===== src/rtl/onchip_mem_pattern_master.sv =====
// Avalon-MM memory self-test master: writes word i = seed + i over a region,
// reads the region back one word at a time and reports pass/fail, error count
// and the byte address of the first mismatching word.
module onchip_mem_pattern_master #(
  parameter int unsigned ADDR_W = 32,
  parameter int unsigned CNT_W  = 13
) (
  input  logic              clk,
  input  logic              reset_n,
  input  logic              start,
  input  logic              abort,
  input  logic [ADDR_W-1:0] base_addr,
  input  logic [CNT_W-1:0]  word_count,
  input  logic [31:0]       seed,
  output logic [ADDR_W-1:0] avm_address,
  output logic [3:0]        avm_byteenable,
  output logic              avm_read,
  output logic              avm_write,
  output logic [31:0]       avm_writedata,
  input  logic              avm_waitrequest,
  input  logic [31:0]       avm_readdata,
  input  logic              avm_readdatavalid,
  output logic              busy,
  output logic              done,
  output logic              pass,
  output logic [CNT_W-1:0]  err_count,
  output logic [ADDR_W-1:0] first_err_addr
);

  typedef enum logic [2:0] {StIdle, StWrite, StRdReq, StRdWait, StFinish} state_e;

  state_e            state;
  logic [ADDR_W-1:0] base_q;
  logic [CNT_W-1:0]  count_q;
  logic [CNT_W-1:0]  idx_q;
  logic [31:0]       seed_q;
  logic              abort_q;

  logic              last_word;
  logic              abort_now;
  logic [31:0]       exp_data;

  // Word-level bookkeeping shared by the write and read phases.
  always_comb begin
    last_word = (idx_q == count_q - CNT_W'(1));
    abort_now = abort_q | abort;
    exp_data  = seed_q + 32'(idx_q);
  end

  // Full-word transfers only; lanes are enabled whenever a command is up.
  assign avm_byteenable = {4{avm_read | avm_write}};

  // Control FSM with registered bus and status outputs.
  always_ff @(posedge clk or negedge reset_n) begin
    if (!reset_n) begin
      state          <= StIdle;
      base_q         <= '0;
      count_q        <= '0;
      idx_q          <= '0;
      seed_q         <= '0;
      abort_q        <= 1'b0;
      avm_address    <= '0;
      avm_read       <= 1'b0;
      avm_write      <= 1'b0;
      avm_writedata  <= '0;
      busy           <= 1'b0;
      done           <= 1'b0;
      pass           <= 1'b0;
      err_count      <= '0;
      first_err_addr <= '0;
    end else begin
      done <= 1'b0;
      // Abort is sticky for the rest of the run; only honoured at transfer boundaries.
      if (busy && abort) abort_q <= 1'b1;

      case (state)
        StIdle: begin
          if (start) begin
            base_q         <= {base_addr[ADDR_W-1:2], 2'b00};
            count_q        <= word_count;
            seed_q         <= seed;
            idx_q          <= '0;
            abort_q        <= 1'b0;
            err_count      <= '0;
            first_err_addr <= '0;
            pass           <= 1'b0;
            busy           <= 1'b1;
            if (word_count == '0) begin
              state <= StFinish;
            end else begin
              state         <= StWrite;
              avm_write     <= 1'b1;
              avm_address   <= {base_addr[ADDR_W-1:2], 2'b00};
              avm_writedata <= seed;
            end
          end
        end

        StWrite: begin
          if (!avm_waitrequest) begin
            if (last_word || abort_now) begin
              avm_write <= 1'b0;
              idx_q     <= '0;
              if (abort_now) begin
                state <= StFinish;
              end else begin
                state       <= StRdReq;
                avm_read    <= 1'b1;
                avm_address <= base_q;
              end
            end else begin
              idx_q         <= idx_q + CNT_W'(1);
              avm_address   <= avm_address + ADDR_W'(4);
              avm_writedata <= avm_writedata + 32'd1;
            end
          end
        end

        StRdReq: begin
          if (!avm_waitrequest) begin
            avm_read <= 1'b0;
            state    <= StRdWait;
          end
        end

        StRdWait: begin
          if (avm_readdatavalid) begin
            if (avm_readdata != exp_data) begin
              if (err_count != '1) err_count <= err_count + CNT_W'(1);
              // avm_address still holds the address of the word just read.
              if (err_count == '0) first_err_addr <= avm_address;
            end
            if (last_word || abort_now) begin
              state <= StFinish;
            end else begin
              idx_q       <= idx_q + CNT_W'(1);
              avm_read    <= 1'b1;
              avm_address <= avm_address + ADDR_W'(4);
              state       <= StRdReq;
            end
          end
        end

        StFinish: begin
          done  <= 1'b1;
          busy  <= 1'b0;
          pass  <= (err_count == '0) && !abort_q;
          state <= StIdle;
        end

        default: state <= StIdle;
      endcase
    end
  end

endmodule


===== config.mk =====
export PLATFORM = sky130hd
export DESIGN_NAME = onchip_mem_pattern_master
export DESIGN_NICKNAME = d
export VERILOG_FILES = /design/src/rtl/onchip_mem_pattern_master.sv
export SDC_FILE = /design/constraint.sdc
export NUM_CORES = 1
export LEC_CHECK = 0
export ABC_AREA = 1
export CORE_UTILIZATION = 54
export DETAILED_ROUTE_END_ITERATION = 7
export PLACE_DENSITY = 0.81
export SYNTH_ARGS = -nofsm -noshare
export SYNTH_HDL_FRONTEND = slang
export SYNTH_SLANG_ARGS = --single-unit

===== constraint.sdc =====
create_clock -name clk -period 3.6 [get_ports clk]
set_clock_uncertainty 0.05 [all_clocks]
set_input_delay 0.54 -clock clk [delete_from_list [all_inputs] [get_ports clk]]
set_output_delay 0.54 -clock clk [all_outputs]
set_load 0.005 [all_outputs]

==> impl_metrics.tcl <==
set metrics [dict create \
    holdWs_ns 0.0148 \
    initial_core_util_pct 55.5 \
    critPathArrivalTime_ns 3.63 \
    ys_ff_latch 202 \
    clk_latency_ns 0.54 \
    gp_congestion 0.923 \
    cp.required_ns 3.95 \
    crit_family "simple AND/OR/NAND/NOR gates" \
    async_flop_share_pct 100 \
    dr.pass1.iters 6 \
    slew_violations 0 \
    grt_use_total_pct 32.8 \
    ioPinCount 233 \
    ir_worst_vdd_v 0.000549 \
    num_rows 57 \
    layout-drive-gt1-share_pct 5.90 \
    drt-vias-per-instance 5.54 \
    reg2reg_depth 16 \
    synthTopCellsByArea "dfrtp_1 37%, nand2_1 18%, inv_1 6.3%" \
    fmax_ghz 0.305 \
    root_buffer "clkbuf_16" \
    yosys.area.top_type "dfrtp_1" \
    post-route-drc-count 0 \
    post_cts_buffers 0 \
    final-setup-viol-count 0 \
    netlist_instances 1968 \
    antenna_found_initial 4 \
    period_share_pct 91.2 \
    cts_tree "done" \
    fin_nets 2307 \
    netlist.area_leader.share_pct 37.1 \
    grt_pass1_wl_mm 67.9 \
    drt_iter0_markers 1407 \
    cts_htree_levels 1 \
    setup_tns_ns 0 \
    dp_hpwl_mm 31.4 \
    end_kind "flop" \
    area_growth_pct 25.0 \
    vias 13929 \
    critPathBufInv 1 \
    avgSynthCellArea_sq_um 6.92 \
    startpoint_type "flop" \
    dpl_worst_slack_ns 0.286 \
    io_buffers 226 \
    critPathSlowestCell "dfrtp_1" \
    fin_crit_ns 3.28 \
    clkTransAtPathRegs_ns 0.06 \
    p_per_area_mw_per_mm2 726 \
    cts.sinks 202 \
    status "finished clean" \
    hold_viol_final 0 \
    fp.dieW_um 161 \
    postRouteAntennaNets 0 \
    design.die.area_sq_mm 0.0259 \
    ys_seq_area_share_pct 37.1 \
    core_area_sq_mm 0.0245 \
    setup_slack_ns 0.317 \
    critPathMaxStageDelay_ns 0.48 \
    rsz0062_at_grt "no" \
    cts_resized 0 \
    cp.depth 16 \
    cp_common_cell "nand2_1" \
    grt_max_degree 89 \
    synthFlopType "dfrtp_1" \
    crit_chain "ha_1, a21oi_1, nand2_1, nand2_1, nand2_1, nand2_1, nand2_2, nand3b_1, nand2_1, nor2_1, nand2_1, nor3_2, nand3_4, buf_4, nand4_1, nand2_1" \
    die_y_um 161 \
    wl_per_cell_um 16.8 \
    power_leakage_nw 8.30 \
    cp_max_fo 30 \
    hold_buffers 0 \
    synth.cell_area_sq_mm 0.0136 \
    wirelength_mm 42.3 \
    fill_cells 2080 \
    post-route-util_pct 69.4 \
    synth_edf_count 0 \
    synth_cell_types 44 \
    grt_pass1_vias 13203 \
    worst-setup-path-type "flop to flop" \
    clock_path_buffers 3 \
    synth_warnings 0 \
    worst_pin_slew_ns 1.36 \
    slew_headroom_pct 9.16 \
    numCtsBuffers 23 \
    worst_hold_path_type "input pin to asynchronous set/reset pin" \
    gr-total-overflow 0 \
    maxCapViolations 0 \
]
## synthesized netlist by cell type, types with 5 or more instances
cell / instances
nand3_2: 5
nand2_1: 647
xnor2_1: 18
a21oi_1: 39
xor2_1: 86
inv_1: 230
mux2i_1: 5
nand4_1: 72
o21ai_0: 99
nor4_1: 22
mux2_2: 39
nor2_1: 188
ha_1: 19
nand3_1: 129
nor3_1: 40
buf_2: 15
buf_4: 10
nand2_2: 6
dfrtp_1: 202
nand3b_1: 15
clkbuf_1: 41
## final timing paths
| check | slack (ns) | end | startpoint |
|---|---|---|---|
| worst min register to register | 0.43 | first_err_addr[23]$_DFFE_PN0P_ | first_err_addr[23]$_DFFE_PN0P_ |
| worst min-delay path | 0.01 | avm_writedata[29]$_DFFE_PN0P_ | reset_n |
| max in group asynchronous | 2.64 | err_count[6]$_DFFE_PN0P_ | reset_n |
| worst max register to register | 0.32 | first_err_addr[29]$_DFFE_PN0P_ | idx_q[2]$_DFFE_PN0P_ |
| worst max-delay path | 0.32 | first_err_addr[29]$_DFFE_PN0P_ | idx_q[2]$_DFFE_PN0P_ |
| min in group clk | 0.43 | first_err_addr[23]$_DFFE_PN0P_ | first_err_addr[23]$_DFFE_PN0P_ |
## cell type report
cell class | instances | area (sq um) | area share [%]
Tap cell | 324 | 405 | 2.38
Multi-Input combinational cell | 1460 | 7350 | 43.2
Inverter | 235 | 882 | 5.18
Timing Repair Buffer | 250 | 2520 | 14.8
Sequential cell | 202 | 5050 | 29.7
Clock inverter | 7 | 106 | 0.625
Clock buffer | 33 | 683 | 4.01
Antenna cell | 4 | 10.0 | 0.0588
## flip-flops by register name (all words and copies together), names as in the netlist
name / count
base_q: 30
avm_address: 30
avm_writedata: 32
first_err_addr: 30
avm_write: 1
pass: 1
state: 3
count_q: 13
idx_q: 13
busy: 1
abort_q: 1
err_count: 13
done: 1
seed_q: 32
avm_read: 1
## cell usage in the layout (no fill, tap or decap), drive strengths merged
master and n:
nor4 22, a21oi 39, clkinvlp 1, o221ai 1, nor3 42, nand2 653
or2 5, nor3b 1, a31oi 1, and2 1, o221a 1, and3 2
a21boi 1, nand3b 15, buf 24, a221oi 1, clkdlybuf4s50 225, inv 235
bufinv 2, o21ai 100, dfrtp 202, nand3 134, diode 4, mux2i 5
ha 19, nand4 72, xor2 86, a21o 1, o31ai 1, clkbuf 34
mux2 39, nor2 191, conb 4, xnor2 18, clkinv 4, fa 1
o21a 4
## worst register-to-register path, cell delays in order, from the launching register on
cell,delay (ns)
dfrtp_1,0.48
ha_1,0.44
a21oi_1,0.22
nand2_1,0.12
nand2_1,0.09
nand2_1,0.09
nand2_1,0.11
nand2_2,0.16
nand3b_1,0.13
nand2_1,0.06
nor2_1,0.16
nand2_1,0.08
nor3_2,0.25
nand3_4,0.21
buf_4,0.31
nand4_1,0.13
nand2_1,0.07
## through the flow
step / area [sq um] / total power, mW / instances
detailed placement: 16200 / 9.82 / 2471
global placement: 16200 / 9.62 / 2471
CTS: 17000 / 12.3 / 2511
global route: 17000 / 13.2 / 2515
finish: 17000 / 12.4 / 2515
floorplan: 13600 / 7.57 / 1971
## power by group
part	switching, mW	internal [mW]
clock	0.962	1.47
sequential	1.04	3.13
combinational	3.30	2.46
total	5.30	7.06
## routing by layer
layer	vias to the layer above	global-route usage, %	part of all wire, %
met5	-	0	0
met1	6530	45.6	43
li1	6708	-	-
met4	0	11.4	3.4
met3	82	3.90	7.7
met2	609	53.0	46
## cell families after synthesis
| family | count (synthesis) | share of synthesized area (%) |
|---|---|---|
| xor gates and xnor gates | 104 | 6.69 |
| AOI/OAI and AO/OA | 150 | 5.75 |
| adders and majority gates | 20 | 1.89 |
| muxes | 44 | 3.59 |
| other | 1 | 0.0275 |
| DFF | 202 | 37.1 |
| and+or+nand+nor | 1138 | 35.8 |
| buffers and inverters | 309 | 9.15 |
Note: power is estimated with default switching activity, not from simulation.
==> RTL edit 1, RTL diff (config.mk and constraints unchanged) <==
Put one more register stage on the output `err_count`. The value now appears one clock later. The other outputs are not delayed to match.
--- a/src/rtl/onchip_mem_pattern_master.sv
+++ b/src/rtl/onchip_mem_pattern_master.sv
@@ -28,6 +28,8 @@
 );
 
   typedef enum logic [2:0] {StIdle, StWrite, StRdReq, StRdWait, StFinish} state_e;
+
+  logic [CNT_W-1:0] err_count_s0;
 
   state_e            state;
   logic [ADDR_W-1:0] base_q;
@@ -66,7 +68,7 @@
       busy           <= 1'b0;
       done           <= 1'b0;
       pass           <= 1'b0;
-      err_count      <= '0;
+      err_count_s0   <= '0;
       first_err_addr <= '0;
     end else begin
       done <= 1'b0;
@@ -81,7 +83,7 @@
             seed_q         <= seed;
             idx_q          <= '0;
             abort_q        <= 1'b0;
-            err_count      <= '0;
+            err_count_s0   <= '0;
             first_err_addr <= '0;
             pass           <= 1'b0;
             busy           <= 1'b1;
@@ -126,9 +128,9 @@
         StRdWait: begin
           if (avm_readdatavalid) begin
             if (avm_readdata != exp_data) begin
-              if (err_count != '1) err_count <= err_count + CNT_W'(1);
+              if (err_count_s0 != '1) err_count_s0 <= err_count_s0 + CNT_W'(1);
               // avm_address still holds the address of the word just read.
-              if (err_count == '0) first_err_addr <= avm_address;
+              if (err_count_s0 == '0) first_err_addr <= avm_address;
             end
             if (last_word || abort_now) begin
               state <= StFinish;
@@ -144,7 +146,7 @@
         StFinish: begin
           done  <= 1'b1;
           busy  <= 1'b0;
-          pass  <= (err_count == '0) && !abort_q;
+          pass  <= (err_count_s0 == '0) && !abort_q;
           state <= StIdle;
         end
 
@@ -153,5 +155,9 @@
     end
   end
 
+  always_ff @(posedge clk) begin
+    err_count <= err_count_s0;
+  end
+
 endmodule
 
Behaviour: same outputs for any inputs over 4 cycles, from zero or initial values and one cycle with reset_n low; that may be too few to reach the edited logic, so the function may still have changed.
==> RTL edit 1 against the original RTL <==
The flow now finishes with violations (hold timing); core utilization rose by 0.23 points; largest cell class unchanged; worst setup slack got worse by 1.3 ps; maximum frequency hardly changed; final area increased by 0.62%; synthesized area is 0.68% higher; sequential cell count up 13; highest routed layer is now met5; routed wire length down 3.5%; total power is 11% higher; sequential power rose by 5%.
==> RTL edit 1: results (changes against the original RTL) <==
| Metric | Value |
|---|---|
| Post-Synth Adder-Cell Area | 1.88% (was 1.89%) |
| Commonest cells in the netlist | nand2_1, inv_1, dfrtp_1, nor2_1, nand3_1 (unchanged) |
| Vias per std cell | 5.59 (was 5.54) |
| WL per Instance | 17.1 um (was 16.8 um) |
| Status | finished with violations (was completed) |
| Slowest library cell on the worst path | fa_1 (was dfrtp_1) |
| Highest metal used | met5 (was met4) |
| Met1 Resource Use GR | 43.4% (was 45.6%) |
| Met3 routed WL | 3210 um (was 3280 um) |
| Area of placed instances | 16200 sq um (about the same) |
| R2R setup slack | 320 ps (about the same) |
| Pre-antenna DRT Iters | 7 (was 6) |
| Reg-to-reg endpoint | first_err_addr[30]$_DFFE_PN0P_ (was first_err_addr[29]$_DFFE_PN0P_) |
| CTS Buf Count | 25 (was 23) |
| Initial antenna violation count | 7 (was 4) |
| Metal-1 WL | 17400 um (was 18100 um) |
| Met2 usage | 49.8% (was 53.0%) |
| CP max stage delay | 440 ps (was 480 ps) |
| Reg2reg start | idx_q[0]$_DFFE_PN0P_ (was idx_q[2]$_DFFE_PN0P_) |
| Pleak | 0.00811 uW (was 0.00830 uW) |
| Number of global-route vias before repair | 12.6k (was 13.2k) |
| Syn Inst Count | 1836 (was 1968) |
| First-pass GRT wire length | 65800 um (was 67900 um) |
| Final hold vios | 22 (was 0) |
| Nets | 2172 (was 2307) |
| RD Place Congestion | 0.974 (was 0.923) |
| Failing checks | hold timing |
| Pre-CTS setup slack | 206 ps (was 286 ps) |
| Iteration-0 DRC Markers | 1185 (was 1407) |
| Fin cells | 2383 (was 2515) |
| Post-DP HPWL | 30000 um (was 31400 um) |
| Share of layout cells above drive strength 1 | 7.93% (was 5.90%) |
| Sequential-to-total area share from yosys stat | 38.8% (was 37.1%) |
| Largest net degree at the start of global routing | 74 (was 89) |
| Top post-synthesis cells by area | dfrtp_1, nand2_1, inv_1 (unchanged) |
| Gr usage total | 31.5% (was 32.8%) |
| Worst path arrival time | 3650 ps (was 3630 ps) |
| Synth Area in XOR/XNOR | 6.71% (was 6.69%) |
| Final hold slack | -14.8 ps (was 14.8 ps) |
| Worst slew pin tran | 736 ps (was 1360 ps) |
| Mux cell area share after synthesis | 6.66% (was 3.59%) |
| Dpl cells | 2334 (was 2471) |
| Worst vdd ir | 0.666 mV (was 0.549 mV) |
| WL met2 | 18700 um (was 19500 um) |
| Met3 Use GR | 4.65% (was 3.90%) |
| Netlist cell types | 48 (was 44) |
-- RTL edit 1: cell types whose count changed after synthesis, moves of 11 or more --
cell	before	now
o21ai_0	99	66
nand2_1	647	507
inv_1	230	203
nor2_1	188	163
xor2_1	86	75
o21ai_1	1	27
dfxtp_1	0	13
xnor2_1	18	30
clkbuf_1	41	24
mux2i_1	5	26
nor3_1	40	54
mux2_2	39	58
-- RTL edit 1: power groups by stage --
stage               sequential (uW)  combinational (uW)  clock (uW)
floorplan                      4040                4520           0
finish                         4360                6580        2840
global placement               4310                6240           0
CTS                            4320                6510        2850
global route                   4470                7260        2960
detailed placement             4340                6440           0
-- RTL edit 1: worst max-delay path by stage --
| stage | slack, ps | start | endpoint | cells after the start |
|---|---|---|---|---|
| 2_1_floorplan | 1080 | idx_q[0]$_DFFE_PN0P_ | first_err_addr[10]$_DFFE_PN0P_ | 19 |
| 3_3_place_gp | 260 | idx_q[0]$_DFFE_PN0P_ | first_err_addr[16]$_DFFE_PN0P_ | 18 |
| 3_5_place_dp | 210 | idx_q[0]$_DFFE_PN0P_ | first_err_addr[20]$_DFFE_PN0P_ | 18 |
| 4_1_cts | 200 | idx_q[0]$_DFFE_PN0P_ | first_err_addr[20]$_DFFE_PN0P_ | 18 |
| 5_1_grt | 40 | idx_q[0]$_DFFE_PN0P_ | first_err_addr[19]$_DFFE_PN0P_ | 19 |
| 6_report | 320 | idx_q[0]$_DFFE_PN0P_ | first_err_addr[30]$_DFFE_PN0P_ | 19 |
-- RTL edit 1: final cells by class --
type / count / area [sq um]
Clock buffer: 31 / 698
Multi-Input combinational cell: 1343 / 7250
Sequential cell: 215 / 5320
Inverter: 211 / 795
Fill cell: 1971 / 7480
Clock inverter: 14 / 230
Timing Repair Buffer: 241 / 2420
Tap cell: 324 / 405
Antenna cell: 4 / 10.0
==> RTL edit 2, RTL diff (same flow settings) <==
Made on the original files. `ADDR_W`: 32 -> 36.
--- a/src/rtl/onchip_mem_pattern_master.sv
+++ b/src/rtl/onchip_mem_pattern_master.sv
@@ -2,7 +2,7 @@
 // reads the region back one word at a time and reports pass/fail, error count
 // and the byte address of the first mismatching word.
 module onchip_mem_pattern_master #(
-  parameter int unsigned ADDR_W = 32,
+  parameter int unsigned ADDR_W = 36,
   parameter int unsigned CNT_W  = 13
 ) (
   input  logic              clk,
Interface: changed (resized avm_address, base_addr and first_err_addr); port bits go from 233 to 245. The function was not compared with the original's and may differ.
==> RTL edit 2 against the original RTL <==
Sequential power up 6.2%; worst setup slack worse by 59 ps; total power up 11%; synthesized area up 2.9%; final area up 3.2%; core utilization about the same; worst hold slack better by 22 ps; sequential cell count up 12; routed wire length up 0.97%; die area up 2.8%; critical endpoint is now first_err_addr[14]$_DFFE_PN0P_.
==> RTL edit 2: results (changes against the original RTL) <==
| Metric | Value |
|---|---|
| Status | completed (unchanged) |
| Largest net degree at the start of global routing | 94 (was 89) |
| RD Place Congestion | 0.948 (was 0.923) |
| Pleak | 0.00855 uW (was 0.00830 uW) |
| Vias per std cell | 5.53 (was 5.54) |
| Worst vdd ir | 0.547 mV (was 0.549 mV) |
| Yosys warns | 0 (unchanged) |
| Sequential-to-total area share from yosys stat | 38.2% (was 37.1%) |
| Clock root buffer | clkbuf_16 (unchanged) |
| CTS Hold Bufs | 0 (unchanged) |
| CP max FO | 37 (was 30) |
| Initial antenna violation count | 3 (was 4) |
| Top delay family on crit path | simple AND/OR/NAND/NOR gates (unchanged) |
| Area of placed instances | 16700 sq um (was 16200 sq um) |
| Fin cells | 2524 (was 2515) |
| Ys async rst share | 100% (unchanged) |
| First-pass GRT wire length | 68000 um (was 67900 um) |
| Slowest library cell on the worst path | dfrtp_1 (unchanged) |
| Commonest cells in the netlist | nand2_1, inv_1, dfrtp_1, nor2_1, nand3_1 (unchanged) |
| Worst slew pin tran | 957 ps (was 1360 ps) |
| Final setup fails | 0 (unchanged) |
| Number of global-route vias before repair | 13.0k (was 13.2k) |
| Reg clk slew, reported paths | 60 ps (about the same) |
| Pre-antenna DRT Iters | 5 (was 6) |
| Top post-synthesis cells by area | dfrtp_1, nand2_1, inv_1 (unchanged) |
| Dominant synthesized flop cell | dfrtp_1 (unchanged) |
| Share of layout cells above drive strength 1 | 6.48% (was 5.90%) |
| Nets | 2310 (was 2307) |
| Post-DP HPWL | 31400 um (about the same) |
| H-tree Lvls | 1 (unchanged) |
| Mapped Avg Cell Area | 7.15 sq um (was 6.92 sq um) |
| Netlist cell types | 46 (was 44) |
| Gr usage total | 32.3% (was 32.8%) |
| Post_cts resized | 0 (unchanged) |
| Clock latency on the worst-skew pair | between 500 and 600 ps |
| Worst path arrival time | 3710 ps (was 3630 ps) |
| Iteration-0 DRC Markers | 1459 (was 1407) |
| Port buffer count | 238 (was 226) |
| Clock tree buffer depth | 3 (unchanged) |
| WL per Instance | 16.9 um (was 16.8 um) |
| FF-to-FF path depth | 19 (was 16) |
| CP max stage delay | 450 ps (was 480 ps) |
| CTS Buf Count | 25 (was 23) |
| Worst Hold Class | in -> async (unchanged) |
| Top Registers | avm_address (34), base_q (34), first_err_addr (34) (was avm_writedata (32), seed_q (32)) |
RTL edit 2: cell count changes after synthesis, sizes merged, moves of 6 or more:
cell / delta
nand3: +24
o2111ai: +9
nor2: -21
nand2: -44
nor3: -7
xnor2: +7
mux2: +6
inv: +7
dfrtp: +12
RTL edit 2: logic make-up (layout without fill, tap and decap cells):
| group | count (synthesis) | count (layout) | synth area share [%] |
|---|---|---|---|
| muxes | 53 | 53 | 4.19 |
| other | 1 | 8 | 0.0268 |
| buffers and inverters | 320 | 547 | 9.28 |
| xor gates and xnor gates | 110 | 110 | 6.98 |
| and+or+nand+nor | 1080 | 1081 | 33.3 |
| AOI/OAI and AO/OA | 161 | 161 | 6.19 |
| adders and majority gates | 20 | 20 | 1.84 |
| DFF | 214 | 214 | 38.2 |
RTL edit 2: path summary, 6_finish.rpt:
| path | startpoint | end | slack, ps |
|---|---|---|---|
| max in group asynchronous | reset_n | base_q[32]$_DFFE_PN0P_ | 2540 |
| max | idx_q[0]$_DFFE_PN0P_ | first_err_addr[14]$_DFFE_PN0P_ | 260 |
| min in group clk | first_err_addr[13]$_DFFE_PN0P_ | first_err_addr[13]$_DFFE_PN0P_ | 420 |
| min reg2reg | first_err_addr[13]$_DFFE_PN0P_ | first_err_addr[13]$_DFFE_PN0P_ | 420 |
| max reg2reg | idx_q[0]$_DFFE_PN0P_ | first_err_addr[14]$_DFFE_PN0P_ | 260 |
| min | reset_n | avm_writedata[5]$_DFFE_PN0P_ | 40 |
RTL edit 2: repair_timing:
action,4_1_cts,5_1_grt
buffers inserted,0,0
setup endpoints to repair,0,34
endpoints found under the hold margin,0,0
RTL edit 2: final cells by class:
type,count,area [sq um]
Fill cell,2126,7760
Multi-Input combinational cell,1429,7390
Sequential cell,214,5360
Timing Repair Buffer,259,2590
Inverter,242,908
Clock buffer,35,713
Tap cell,330,413
Clock inverter,11,184
Antenna cell,4,10.0
RTL edit 2: metal layers:
layer	global-route usage, %	vias up	share of wire [%]
met4	12.1	2	3.9
met2	50.5	570	45
met5	0	-	0.030
li1	-	6695	-
met1	45.7	6603	44
met3	3.99	100	7.2
RTL edit 2: power by group:
group	leakage (uW)	switching (uW)	internal, uW
Sequential	0.00271	1100	3330
Combinational	0.00539	3800	2740
Clock	0.000445	1010	1740
Total	0.00855	5900	7810
RTL edit 2: through the flow:
| step | worst slack, ps | hold slack [ps] | total power (uW) |
|---|---|---|---|
| 2_1_floorplan | 924 | 194 | 8420 |
| 3_3_place_gp | 139 | 409 | 10600 |
| 3_5_place_dp | 52.0 | 408 | 10800 |
| 4_1_cts | 153 | 67.0 | 13600 |
| 5_1_grt | 19.9 | 105 | 14700 |
| 6_report | 258 | 37.2 | 13700 |
